==> src/rtl/bus_requester.sv <==
// bus_requester: client-side request/grant FSM for one arbiter port.
// Raises req on an accepted start, performs len+1 granted beats, then
// releases req and waits for gnt to drop before taking another job.
// Optional grant-wait abort is enabled by defining BUS_REQUESTER_TIMEOUT_EN.
module bus_requester #(
    parameter int unsigned LEN_BITS       = 4,
    parameter int unsigned TIMEOUT_CYCLES = 15
) (
    input  logic                clk,
    input  logic                rst_n,
    input  logic                start,
    input  logic [LEN_BITS-1:0] len,
    input  logic                gnt,
    output logic                req,
    output logic                busy,
    output logic                use_en,
    output logic                done,
    output logic                lost_gnt,
    output logic                timeout
);

    typedef enum logic [1:0] {
        S_IDLE = 2'd0,
        S_REQ  = 2'd1,
        S_XFER = 2'd2,
        S_REL  = 2'd3
    } state_t;

    // Elaboration guard: a zero timeout would abort before any grant could land
    if (TIMEOUT_CYCLES == 0) begin : g_bad_timeout
        $error("bus_requester: TIMEOUT_CYCLES must be at least 1");
    end

    state_t              state, state_next;
    logic [LEN_BITS-1:0] cnt, cnt_next;
    logic                done_next;
    logic                lost_next;

`ifdef BUS_REQUESTER_TIMEOUT_EN
    localparam int unsigned WAIT_W = $clog2(TIMEOUT_CYCLES + 1);
    logic [WAIT_W-1:0] wait_cnt, wait_next;
    logic              timeout_next;
`endif

    // Next-state, beat counter and pulse decode
    always_comb begin
        state_next = state;
        cnt_next   = cnt;
        done_next  = 1'b0;
        lost_next  = 1'b0;
`ifdef BUS_REQUESTER_TIMEOUT_EN
        wait_next    = wait_cnt;
        timeout_next = 1'b0;
`endif
        case (state)
            S_IDLE: begin
                if (start) begin
                    cnt_next   = len;
                    state_next = S_REQ;
`ifdef BUS_REQUESTER_TIMEOUT_EN
                    wait_next  = '0;
`endif
                end
            end
            S_REQ: begin
                if (gnt) begin
                    state_next = S_XFER;
`ifdef BUS_REQUESTER_TIMEOUT_EN
                end else if (wait_cnt == WAIT_W'(TIMEOUT_CYCLES - 1)) begin
                    state_next   = S_IDLE;
                    timeout_next = 1'b1;
                end else begin
                    wait_next = wait_cnt + WAIT_W'(1);
`endif
                end
            end
            S_XFER: begin
                if (!gnt) begin
                    state_next = S_REL;
                    lost_next  = 1'b1;
                end else if (cnt == '0) begin
                    state_next = S_REL;
                    done_next  = 1'b1;
                end else begin
                    cnt_next = cnt - LEN_BITS'(1);
                end
            end
            S_REL: begin
                if (!gnt) begin
                    state_next = S_IDLE;
                end
            end
            default: state_next = S_IDLE;
        endcase
    end

    // State, counter, pulses and state-decoded outputs
    always_ff @(posedge clk or negedge rst_n) begin
        if (!rst_n) begin
            state    <= S_IDLE;
            cnt      <= '0;
            done     <= 1'b0;
            lost_gnt <= 1'b0;
            req      <= 1'b0;
            busy     <= 1'b0;
            use_en   <= 1'b0;
        end else begin
            state    <= state_next;
            cnt      <= cnt_next;
            done     <= done_next;
            lost_gnt <= lost_next;
            req      <= (state_next == S_REQ) || (state_next == S_XFER);
            busy     <= (state_next != S_IDLE);
            use_en   <= (state_next == S_XFER);
        end
    end

`ifdef BUS_REQUESTER_TIMEOUT_EN
    // Grant-wait counter and abort pulse
    always_ff @(posedge clk or negedge rst_n) begin
        if (!rst_n) begin
            wait_cnt <= '0;
            timeout  <= 1'b0;
        end else begin
            wait_cnt <= wait_next;
            timeout  <= timeout_next;
        end
    end
`else
    assign timeout = 1'b0;
`endif

endmodule

==> config.mk <==
export PLATFORM = sky130hd
export DESIGN_NAME = bus_requester
export DESIGN_NICKNAME = d
export VERILOG_FILES = /design/src/rtl/bus_requester.sv
export SDC_FILE = /design/constraint.sdc
export NUM_CORES = 1
export LEC_CHECK = 0
export CELL_PAD_IN_SITES_DETAIL_PLACEMENT = 1
export CELL_PAD_IN_SITES_GLOBAL_PLACEMENT = 1
export CORE_AREA = 5 5 50 52
export CTS_CLUSTER_SIZE = 40
export DETAILED_ROUTE_END_ITERATION = 6
export DIE_AREA = 0 0 55 57
export GPL_TIMING_DRIVEN = 0
export PLACE_DENSITY_LB_ADDON = 0.1
export SLEW_MARGIN = 20
export SYNTH_ARGS = -nofsm -noshare
export SYNTH_HDL_FRONTEND = slang
export SYNTH_SLANG_ARGS = --single-unit
==> constraint.sdc <==
create_clock -name clk -period 1.36 [get_ports clk]
set_clock_uncertainty 0.05 [all_clocks]
set_input_delay 0.272 -clock clk [delete_from_list [all_inputs] [get_ports clk]]
set_output_delay 0.272 -clock clk [all_outputs]
set_load 0.01 [all_outputs]
# Word level (Yosys, flattened, before mapping)
# Cells that the tools add are included.
# totals
ff_bits	11
inputBits	8
out_inout_bits	6
wordCells	37
# op_classes
addsub	1
eq_ne	8
n_mux	15
reduce_logical	6
# op_table
cell	n
two-way mux 4 bit	3
two-way mux 2 bit	5
case mux 2 bit (4 select lines)	1
case mux 4 bit (2 select lines)	1
equality test 2 bit (second input constant)	3
!= test 2 bit (second input constant)	3
two-way mux 1 bit	5
equality test 2 x 1 -> 1 bit (second input constant)	2
logical NOT 4 bit	1
AND reduction 4 bit	1
nonzero test 2 bit	2
subtractor 4 x 1 -> 4 bit (second input constant)	1
logical NOT 2 bit	1
logical OR 1 bit	1

# Depth between registers and ports, before layout
# Gate-level depths: netlist of the first run.
# logic_depth
depth_word	6
ltp_mapped	7
depth_no_buf	7

# Worst setup path after synthesis of the first run
# OpenSTA, ideal clock, no wires.
# synth_path
kind	register to register
startpoint	register cnt[0]
endpoint	register req
setup_time_ns	0.126
t_arrival_ns	1.301
required_ns	1.184
path_slack_ns	-0.116
path_stages_with_launch	7
path_buffers	0
period_less_slack_ns	1.476
cell_sequence	dfrtp_1 inv_1 ha_1 nor3b_1 o211ai_1 o21a_1 ha_1
# synth_via
elab_chain_len	6
word_cells_on_any_way	7
classes_between	2 x eq/ne; 3 x mux; 2 x reduce/logical
# synth_lines
item	line	rtl
from (decl)	35	logic [LEN_BITS-1:0] cnt, cnt_next;
from (signal assigned)	109	cnt <= cnt_next;
logical NOT 4 bit (*)	81	end else if (cnt == '0) begin
two-way mux 2 bit (*)	81	
two-way mux 2 bit (*)	78	if (!gnt) begin
case mux 2 bit (4 select lines) (*)	55	case (state)
equality test 2 x 1 -> 1 bit or equality test 2 bit (tied branches)	112	req <= (state_next == S_REQ) || (state_next == S_XFER);
logical OR 1 bit (*)	112	
to (signal assigned)	112	
to (decl)	14	output logic req,
# Mark *: on every way between the ends. The rest lies on a longest branch, timed or not.
# A chain may end at the register's enable or synchronous reset.

# Worst setup path after layout of the first run
# Same ends and word-level chain as after synthesis.

==> results.sh, run 1 <==
export IMPL_placed_cell_area_sq_um=794.5
export IMPL_rr_worst_depth=6
export IMPL_final_cell_mix="dfrtp_1 (11), clkdlybuf4s50_1 (6), buf_4 (5), dlygate4sd2_1 (5), clkbuf_4 (4)"
export IMPL_max_stage_delay_ps=380
export IMPL_wl_per_cell_microns=14.37
export IMPL_synth_area_per_cell_sq_um=11.10
export IMPL_critical_path_endpoint_type="register"
export IMPL_start_util_pct=30.14
export IMPL_gp_congestion=0.7185
export IMPL_synth_cell_types=34
export IMPL_root_buffer="clkbuf_4"
export IMPL_max_clock_freq_ghz=0.6471
export IMPL_final_layout_size_suffix_gt1_share_pct=30.26
export IMPL_cp_required_ps=1480
export IMPL_tightestPinTransition_ps=526.8
export IMPL_slew_limit_headroom_pct=64.77
export IMPL_dr_pass1_iters=4
export IMPL_setup_violations=6
export IMPL_preCtsSetupSlack_ps=-461.1
export IMPL_grt_pass1_vias=516
export IMPL_hpwl_mm=1.022
export IMPL_htree_levels=1
export IMPL_postCtsHoldBufs=0
export IMPL_postRouteAntennaNets=0
export IMPL_worstPathCellList="inv_2 > ha_4 > nor3b_2 > o211ai_1 > o21a_1 > ha_1"
export IMPL_finalHoldViolCount=0
export IMPL_num_rows=17
export IMPL_violations="setup timing"
export IMPL_synth_seq_cells=11
export IMPL_worstHoldPathType="in -> async"
export IMPL_fin_crit_ps=1545
export IMPL_clock_path_buffers=2
export IMPL_slowest_stage="dfrtp_1"
export IMPL_synth_area_sq_um=621.8
export IMPL_overflow=0
export IMPL_io_buffers=12
export IMPL_synth_nets=67
export IMPL_vias=491
export IMPL_clk_pin_slew_ps=80
export IMPL_diodes=0
export IMPL_period_share_pct=113.6
export IMPL_final_nets=88
export IMPL_antenna_found_initial=0
export IMPL_cts_inserted_buffers=3
export IMPL_area_growth_pct=42.05
export IMPL_slew_viol_final=0
export IMPL_final_common_cell="dfrtp_1"
export IMPL_synthCells=56
export IMPL_die_w_microns=55
export IMPL_die_area_sq_mm=0.003135
export IMPL_vias_per_cell=4.721
export IMPL_cp_max_fo=3
export IMPL_power_density_mw_per_mm2=2118
export IMPL_cts_tree="built"
export IMPL_ys_warnings_count=0
export IMPL_grt_use_total_pct=10.60
export IMPL_rsz0062_at_grt="yes"
export IMPL_ir_drop_uv=944.9
export IMPL_drt_iter0_markers=6
export IMPL_start_kind="register"
export IMPL_clkLatencyLatePin_ps=280
export IMPL_core_sq_mm=0.002063
export IMPL_critPathKind="reg -> reg"
export IMPL_maxCapViolations=0
export IMPL_grt_pass1_wl_mm=2.346
export IMPL_status="finished, violations left"
export IMPL_setup_ws_ps=-185.4
export IMPL_die_y_microns=57
export IMPL_p_leak_nw=0.3905
export IMPL_hold_worst_slack_ps=281.8
export IMPL_cts_sinks=11
export IMPL_stdcell_area_sq_um=883.3
export IMPL_pin_count=14
export IMPL_grt_start_max_net_pins=12
export IMPL_drcViolationCount=0
export IMPL_drt_total_wl_mm=1.494
export IMPL_ys_seq_area_share_pct=44.27
export IMPL_arrival_ps=1670
[worst max-delay path, delay by kind of cell, from the launching register on]
family | cells | cell delay [ps]
AOI/OAI and AO/OA | 2 | 420
DFF | 1 | 380
adders and majority gates | 2 | 390
buffers and inverters | 1 | 60
and+or+nand+nor | 1 | 140
[layer usage]
layer / vias up / share of wire [%] / wire, microns / global-route usage (%)
met2: 14 / 43 / 638 / 14.02
met1: 234 / 48 / 718 / 14.26
met3: 4 / 6.0 / 89 / 4.178
met5: - / 0 / 0 / 0
li1: 239 / - / - / -
met4: 0 / 3.2 / 48 / 6.250
[synth_stat cells]
cell | n | share of area (%)
nand2_1 | 1 | 0.60
o22ai_1 | 1 | 1.0
nor3b_1 | 3 | 3.6
a211oi_2 | 1 | 2.0
and3_1 | 1 | 1.0
nand2b_1 | 2 | 2.0
buf_2 | 1 | 0.80
inv_1 | 5 | 3.0
o31ai_1 | 1 | 1.2
nor3_1 | 1 | 0.80
a22oi_1 | 1 | 1.2
o2bb2ai_1 | 1 | 1.4
conb_1 | 1 | 0.60
buf_6 | 1 | 1.8
a32oi_1 | 1 | 1.4
and2b_4 | 1 | 1.6
mux2i_2 | 1 | 2.2
or3_1 | 1 | 1.0
mux2i_1 | 1 | 1.6
nor2_1 | 1 | 0.60
o21a_1 | 2 | 2.4
a211oi_1 | 1 | 1.2
ha_1 | 3 | 6.0
a2111oi_4 | 1 | 4.4
o211ai_1 | 1 | 1.2
and4bb_1 | 1 | 2.0
a21oi_1 | 2 | 1.6
dfrtp_1 | 11 | 44
or2_1 | 1 | 1.0
and2b_2 | 1 | 1.4
o21ai_0 | 2 | 1.6
buf_4 | 1 | 1.2
or2b_1 | 1 | 1.2
o21ai_1 | 1 | 0.80
[cell families after synthesis]
logic type      synth area share (%)
flops                          44.26
mux                            3.822
compound gates                 21.53
simple gates                   16.90
other cells                   0.6030
buf+inv                        6.841
fa+ha+maj                      6.037
[final timing paths]
kind / startpoint / end / slack (ps)
max reg2reg: cnt[0]$_DFFE_PN0P_ / req$_DFF_PN0_ / -190
max in group asynchronous: rst_n / cnt[0]$_DFFE_PN0P_ / 620
min: rst_n / lost_gnt$_DFF_PN0_ / 280
min in group clk: gnt / lost_gnt$_DFF_PN0_ / 320
max: cnt[0]$_DFFE_PN0P_ / req$_DFF_PN0_ / -190
min reg2reg: cnt[1]$_DFFE_PN0P_ / cnt[1]$_DFFE_PN0P_ / 530
[cell type report]
type / instances / area, sq um
inverters: 5 / 18.77
well taps: 28 / 35.03
clock buffers: 3 / 22.52
multi-input cells: 37 / 354.1
plain buffers: 3 / 26.28
clock inverters: 1 / 5.005
fillers: 243 / 1180
flip-flops and latches: 11 / 275.3
repair buffers: 16 / 146.4
[sequential cells by signal, summed over array words and instances (netlist names)]
signal    flops
cnt           4
done          1
use_en        1
state         2
busy          1
req           1
lost_gnt      1
[report_power, final]
group | internal [mW] | switching, mW
clock network | 0.109 | 0.130
registers | 0.469 | 0.0973
logic | 0.526 | 0.540
total | 1.10 | 0.767
[per-stage QoR]
step                      total power [mW]  TNS (ps)  cells  util (%)
after global placement               1.492     -2529     96     38.51
after detailed placement             1.490     -2637     96     38.51
after floorplan                      1.211    -87.92     56         -
after global routing                 2.046     -1271    104     42.81
final                                1.871    -587.7    104     42.81
after CTS                            1.737    -585.2    102     40.27
[what timing repair did]
item / 4_1_cts / 5_1_grt
endpoints found under the hold margin: 0 / 0
setup endpoints to repair: 10 / 7
resized for setup: 5 / 8
cloned: 0 / 0
buffers inserted: 2 / 2
pin swaps: 0 / 5
Note: power is estimated with default switching activity, not from simulation.
==> inputs of run 2 (changes only) <==
==> constraint.sdc (replaced) <==
create_clock -name clk -period 1.36 [get_ports clk]
set_clock_uncertainty 0.05 [all_clocks]
set_input_delay 0.408 -clock clk [delete_from_list [all_inputs] [get_ports clk]]
set_output_delay 0.408 -clock clk [all_outputs]
set_load 0.01 [all_outputs]
==> results.sh, run 2 (synthesis gave the netlist of run 1 again) <==
export IMPL_slew_viol_final=0
export IMPL_grt_pass1_wl_mm=2.346
export IMPL_worstHoldPathType="in -> async"
export IMPL_clock_path_buffers=2
export IMPL_fin_cells=104
export IMPL_largest_registers="cnt: 4 flops, state: 2 flops"
export IMPL_top_register="cnt"
export IMPL_final_common_cell="dfrtp_1"
export IMPL_vias_per_cell=4.750
export IMPL_period_share_pct=114.0
export IMPL_maxCapViolations=0
export IMPL_core_sq_mm=0.002063
export IMPL_final_cell_mix="dfrtp_1 (11), clkdlybuf4s50_1 (6), buf_4 (5)"
export IMPL_vias=494
export IMPL_dr_pass1_iters=4
export IMPL_start_kind="register"
export IMPL_setup_violations=6
export IMPL_htree_levels=1
export IMPL_multi_input_area_sq_um=354.1
export IMPL_fin_crit_ps=1550
export IMPL_clkLatencyLatePin_ps=280
export IMPL_grt_pass1_vias=516
export IMPL_gp_congestion=0.7185
export IMPL_die_y_microns=57
export IMPL_io_buffers=12
export IMPL_setup_ws_ps=-189.9
export IMPL_tightestPinTransition_ps=530.3
export IMPL_final_nets=88
export IMPL_cts_inserted_buffers=3
export IMPL_finalHoldViolCount=0
export IMPL_die_area_sq_mm=0.003135
export IMPL_drt_iter0_markers=5
export IMPL_power_density_mw_per_mm2=2136
export IMPL_pin_count=14
export IMPL_overflow=0
export IMPL_cts_tree="built"
export IMPL_antenna_found_initial=0
export IMPL_diodes=0
export IMPL_postCtsHoldBufs=0
export IMPL_start_util_pct=30.14
export IMPL_grt_use_total_pct=10.60
export IMPL_place_inst=96
export IMPL_fillers=244
export IMPL_status="finished, violations left"
export IMPL_hpwl_mm=1.022
export IMPL_violations="setup timing"
export IMPL_rsz0062_at_grt="yes"
export IMPL_die_w_microns=55
export IMPL_postRouteAntennaNets=0
export IMPL_seqCellArea_sq_um=275.3
export IMPL_final_layout_size_suffix_gt1_share_pct=34.21
export IMPL_cp_max_fo=3
export IMPL_wl_per_cell_microns=14.07
export IMPL_p_leak_nw=0.3729
export IMPL_ir_drop_uv=953.5
export IMPL_critPathKind="reg -> reg"
export IMPL_grt_start_max_net_pins=12
export IMPL_cts_sinks=11
export IMPL_num_rows=17
export IMPL_clk_pin_slew_ps=80
export IMPL_drcViolationCount=0
export IMPL_area_growth_pct=40.04
export IMPL_cp_required_ps=1480
export IMPL_largest_reg_flops=4
export IMPL_slew_limit_headroom_pct=64.54
export IMPL_max_clock_freq_ghz=0.6452
export IMPL_p_total_mw=1.860
export IMPL_critical_path_endpoint_type="register"
export IMPL_root_buffer="clkbuf_4"
export IMPL_drt_total_wl_mm=1.463
export IMPL_arrival_ps=1670
## run 2: critical path, cell delays in order, from the launching register on
cell and delay [ps]:
dfrtp_1 380, inv_2 60, ha_4 160, nor3b_2 140
o211ai_1 230, o21a_1 190, ha_1 230
## run 2: routing by layer
layer	global-route usage, %	share of wire [%]	vias to the layer above
met1	14.26	46	237
met5	0	0	-
met3	4.178	6.6	4
met4	6.250	3.2	0
met2	14.02	44	15
li1	-	-	238
## run 2: through the flow
stage | area (sq um) | TNS (ps) | utilization [%] | worst slack [ps] | hold WS (ps)
finish | 870.8 | -600.4 | 42.21 | -189.9 | 425.4
detailed placement | 794.5 | -3842 | 38.51 | -597.1 | 532.9
CTS | 835.8 | -585.2 | 40.51 | -180.4 | 446.4
global route | 870.8 | -1217 | 42.21 | -273.8 | 462.2
floorplan | 639.4 | -87.92 | - | -52.16 | 62.41
global placement | 794.5 | -3731 | 38.51 | -572.7 | 529.9
## run 2: where the power goes
part	internal, mW	switching [mW]
Sequential	0.469	0.0981
Combinational	0.522	0.538
Clock	0.109	0.124
Total	1.10	0.760
## run 2: worst paths after layout
kind	startpoint	to	slack, ps	cells after the start
max	cnt[0]$_DFFE_PN0P_	req$_DFF_PN0_	-190	6
max reg2reg	cnt[0]$_DFFE_PN0P_	req$_DFF_PN0_	-190	6
min	rst_n	lost_gnt$_DFF_PN0_	430	1
min reg2reg	cnt[1]$_DFFE_PN0P_	cnt[1]$_DFFE_PN0P_	530	2
max in group asynchronous	rst_n	cnt[0]$_DFFE_PN0P_	490	1
min in group clk	cnt[1]$_DFFE_PN0P_	cnt[1]$_DFFE_PN0P_	530	2
## run 2: cell type report
type | count | share of cell area [%]
Multi-Input combinational cell | 37 | 40.66
Sequential cell | 11 | 31.61
Timing Repair Buffer | 16 | 15.37
Tap cell | 28 | 4.023
Buffer | 3 | 3.017
Clock buffer | 3 | 2.586
Inverter | 5 | 2.155
Clock inverter | 1 | 0.5747
## run 2: timing repair
action / in CTS / in global routing
endpoints found under the setup margin: 13 / 10
pin swaps: 0 / 5
resized for setup: 11 / 10
setup buffers: 2 / 2
==> inputs of run 3 (changes only) <==
--- a/config.mk
+++ b/config.mk
@@ -5,6 +5,7 @@
 export SDC_FILE = /design/constraint.sdc
 export NUM_CORES = 1
 export LEC_CHECK = 0
+export CAP_MARGIN = 20
 export CELL_PAD_IN_SITES_DETAIL_PLACEMENT = 1
 export CELL_PAD_IN_SITES_GLOBAL_PLACEMENT = 1
 export CORE_AREA = 5 5 50 52
@@ -13,6 +14,7 @@
 export DIE_AREA = 0 0 55 57
 export GPL_TIMING_DRIVEN = 0
 export PLACE_DENSITY_LB_ADDON = 0.1
+export SKIP_CTS_REPAIR_TIMING = 1
 export SLEW_MARGIN = 20
 export SYNTH_ARGS = -nofsm -noshare
 export SYNTH_HDL_FRONTEND = slang
==> results.sh, run 3 (synthesis gave the netlist of run 1 again) <==
export IMPL_violations="setup timing"
export IMPL_worstPathCellList="inv_2 > ha_4 > nor3b_2 > o211ai_1 > o21a_1 > ha_1"
export IMPL_period_share_pct=114.2
export IMPL_cts_inserted_buffers=3
export IMPL_fin_cells=103
export IMPL_largest_reg_flops=4
export IMPL_max_stage_delay_ps=380
export IMPL_critPathKind="reg -> reg"
export IMPL_tightestPinTransition_ps=531.6
export IMPL_gp_congestion=0.7185
export IMPL_placed_cell_area_sq_um=794.5
export IMPL_stdcell_area_sq_um=890.9
export IMPL_place_inst=96
export IMPL_cp_required_ps=1480
export IMPL_final_nets=87
export IMPL_area_growth_pct=43.26
export IMPL_overflow=0
export IMPL_grt_start_max_net_pins=12
export IMPL_final_cell_mix="dfrtp_1 (10), dlymetal6s2s_1 (6), clkdlybuf4s50_1 (6)"
export IMPL_slew_limit_headroom_pct=64.45
export IMPL_r2r_setup_slack_ps=-190
export IMPL_setup_violations=6
export IMPL_worstHoldPathType="in -> async"
export IMPL_clk_pin_slew_ps=80
export IMPL_totalNegativeSetupSlack_ps=-639.3
export IMPL_grt_pass1_vias=499
export IMPL_wl_per_cell_microns=14.56
export IMPL_die_w_microns=55
export IMPL_clock_path_buffers=2
export IMPL_power_density_mw_per_mm2=2096
export IMPL_pin_count=14
export IMPL_htree_levels=1
export IMPL_critical_path_endpoint_type="register"
export IMPL_finalHoldViolCount=0
export IMPL_top_register="cnt"
export IMPL_arrival_ps=1670
export IMPL_largest_registers="cnt: 4 flops, state: 2 flops"
export IMPL_clkLatencyLatePin_ps=280
export IMPL_maxCapViolations=0
export IMPL_post_route_util_pct=43.18
export IMPL_cts_tree="built"
export IMPL_die_y_microns=57
export IMPL_drt_total_wl_mm=1.500
export IMPL_drt_iter0_markers=5
export IMPL_start_util_pct=30.14
export IMPL_io_buffers=12
export IMPL_hpwl_mm=1.022
export IMPL_drcViolationCount=0
export IMPL_slew_viol_final=0
export IMPL_dr_pass1_iters=2
export IMPL_vias_per_cell=4.913
export IMPL_grt_pass1_wl_mm=2.304
export IMPL_root_buffer="clkbuf_4"
export IMPL_cp_max_fo=3
export IMPL_final_common_cell="dfrtp_1"
export IMPL_slowest_stage="dfrtp_1"
export IMPL_rsz0062_at_grt="yes"
export IMPL_num_rows=17
export IMPL_core_sq_mm=0.002063
export IMPL_diodes=0
export IMPL_cts_sinks=11
export IMPL_postRouteAntennaNets=0
export IMPL_p_total_mw=1.867
export IMPL_vias=506
export IMPL_max_clock_freq_ghz=0.6437
export IMPL_final_layout_size_suffix_gt1_share_pct=29.33
export IMPL_fin_crit_ps=1554
export IMPL_start_kind="register"
export IMPL_grt_use_total_pct=10.44
export IMPL_die_area_sq_mm=0.003135
export IMPL_p_leak_nw=0.4347
export IMPL_setup_ws_ps=-193.5
export IMPL_antenna_found_initial=0
export IMPL_status="finished, violations left"
export IMPL_ir_drop_uv=940.7
-- run 3: changes by cell type in the layout (fill, tap and decap cells not counted) --
cell	change
dlymetal6s2s_1	+6
clkbuf_2	-3
clkdlybuf4s15_1	-2
a211oi_1	+1
a211oi_2	-1
buf_4	-1
dfrtp_1	-1
dfrtp_2	+1
dlygate4sd2_1	-1
-- run 3: final cells by class --
| class | count | area, sq um |
|---|---|---|
| multi-input combinational | 37 | 349.1 |
| inverter | 5 | 18.77 |
| clock buffer | 3 | 22.52 |
| sequential | 11 | 276.5 |
| clock inverter | 1 | 5.005 |
| timing repair buffer | 15 | 157.7 |
| fill | 237 | 1172 |
| buffer | 3 | 26.28 |
| tap | 28 | 35.03 |
-- run 3: routing by layer --
metal / vias up / share of wire [%] / routed length (microns) / global-route usage, %
met5: - / 0 / 0 / 0
met1: 253 / 48 / 716 / 14.26
met4: 0 / 2.4 / 36 / 6.250
li1: 237 / - / - / -
met3: 4 / 4.7 / 70 / 4.178
met2: 12 / 45 / 677 / 13.51
-- run 3: path summary, 6_finish.rpt --
kind                               startpoint                  to  cells past startpoint
max                        cnt[1]$_DFFE_PN0P_       req$_DFF_PN0_                      6
min                                     rst_n  lost_gnt$_DFF_PN0_                      1
max reg2reg                cnt[1]$_DFFE_PN0P_       req$_DFF_PN0_                      6
min reg2reg                cnt[1]$_DFFE_PN0P_  cnt[1]$_DFFE_PN0P_                      2
max in group asynchronous               rst_n  cnt[2]$_DFFE_PN0P_                      1
min in group clk                          gnt  lost_gnt$_DFF_PN0_                      2
-- run 3: power by group --
group | internal (mW) | switching, mW | leakage (nW)
logic | 0.526 | 0.534 | 0.283
clock network | 0.109 | 0.128 | 0.0177
registers | 0.471 | 0.0986 | 0.134
total | 1.11 | 0.761 | 0.435
-- run 3: per-stage QoR --
stage	hold WS [ps]	setup slack [ps]
floorplan	62.41	-52.16
global placement	529.9	-572.7
detailed placement	532.9	-597.1
CTS	446.4	-298.7
global route	470.0	-287.6
finish	422.2	-193.5
-- run 3: worst max-delay path, delay by kind of cell, from the launching register on --
kind                       cells  cell delay, ps
and+or+nand+nor                1             140
buffers and inverters          1              60
DFF                            1             380
AOI/OAI and AO/OA              2             420
adders and majority gates      2             390
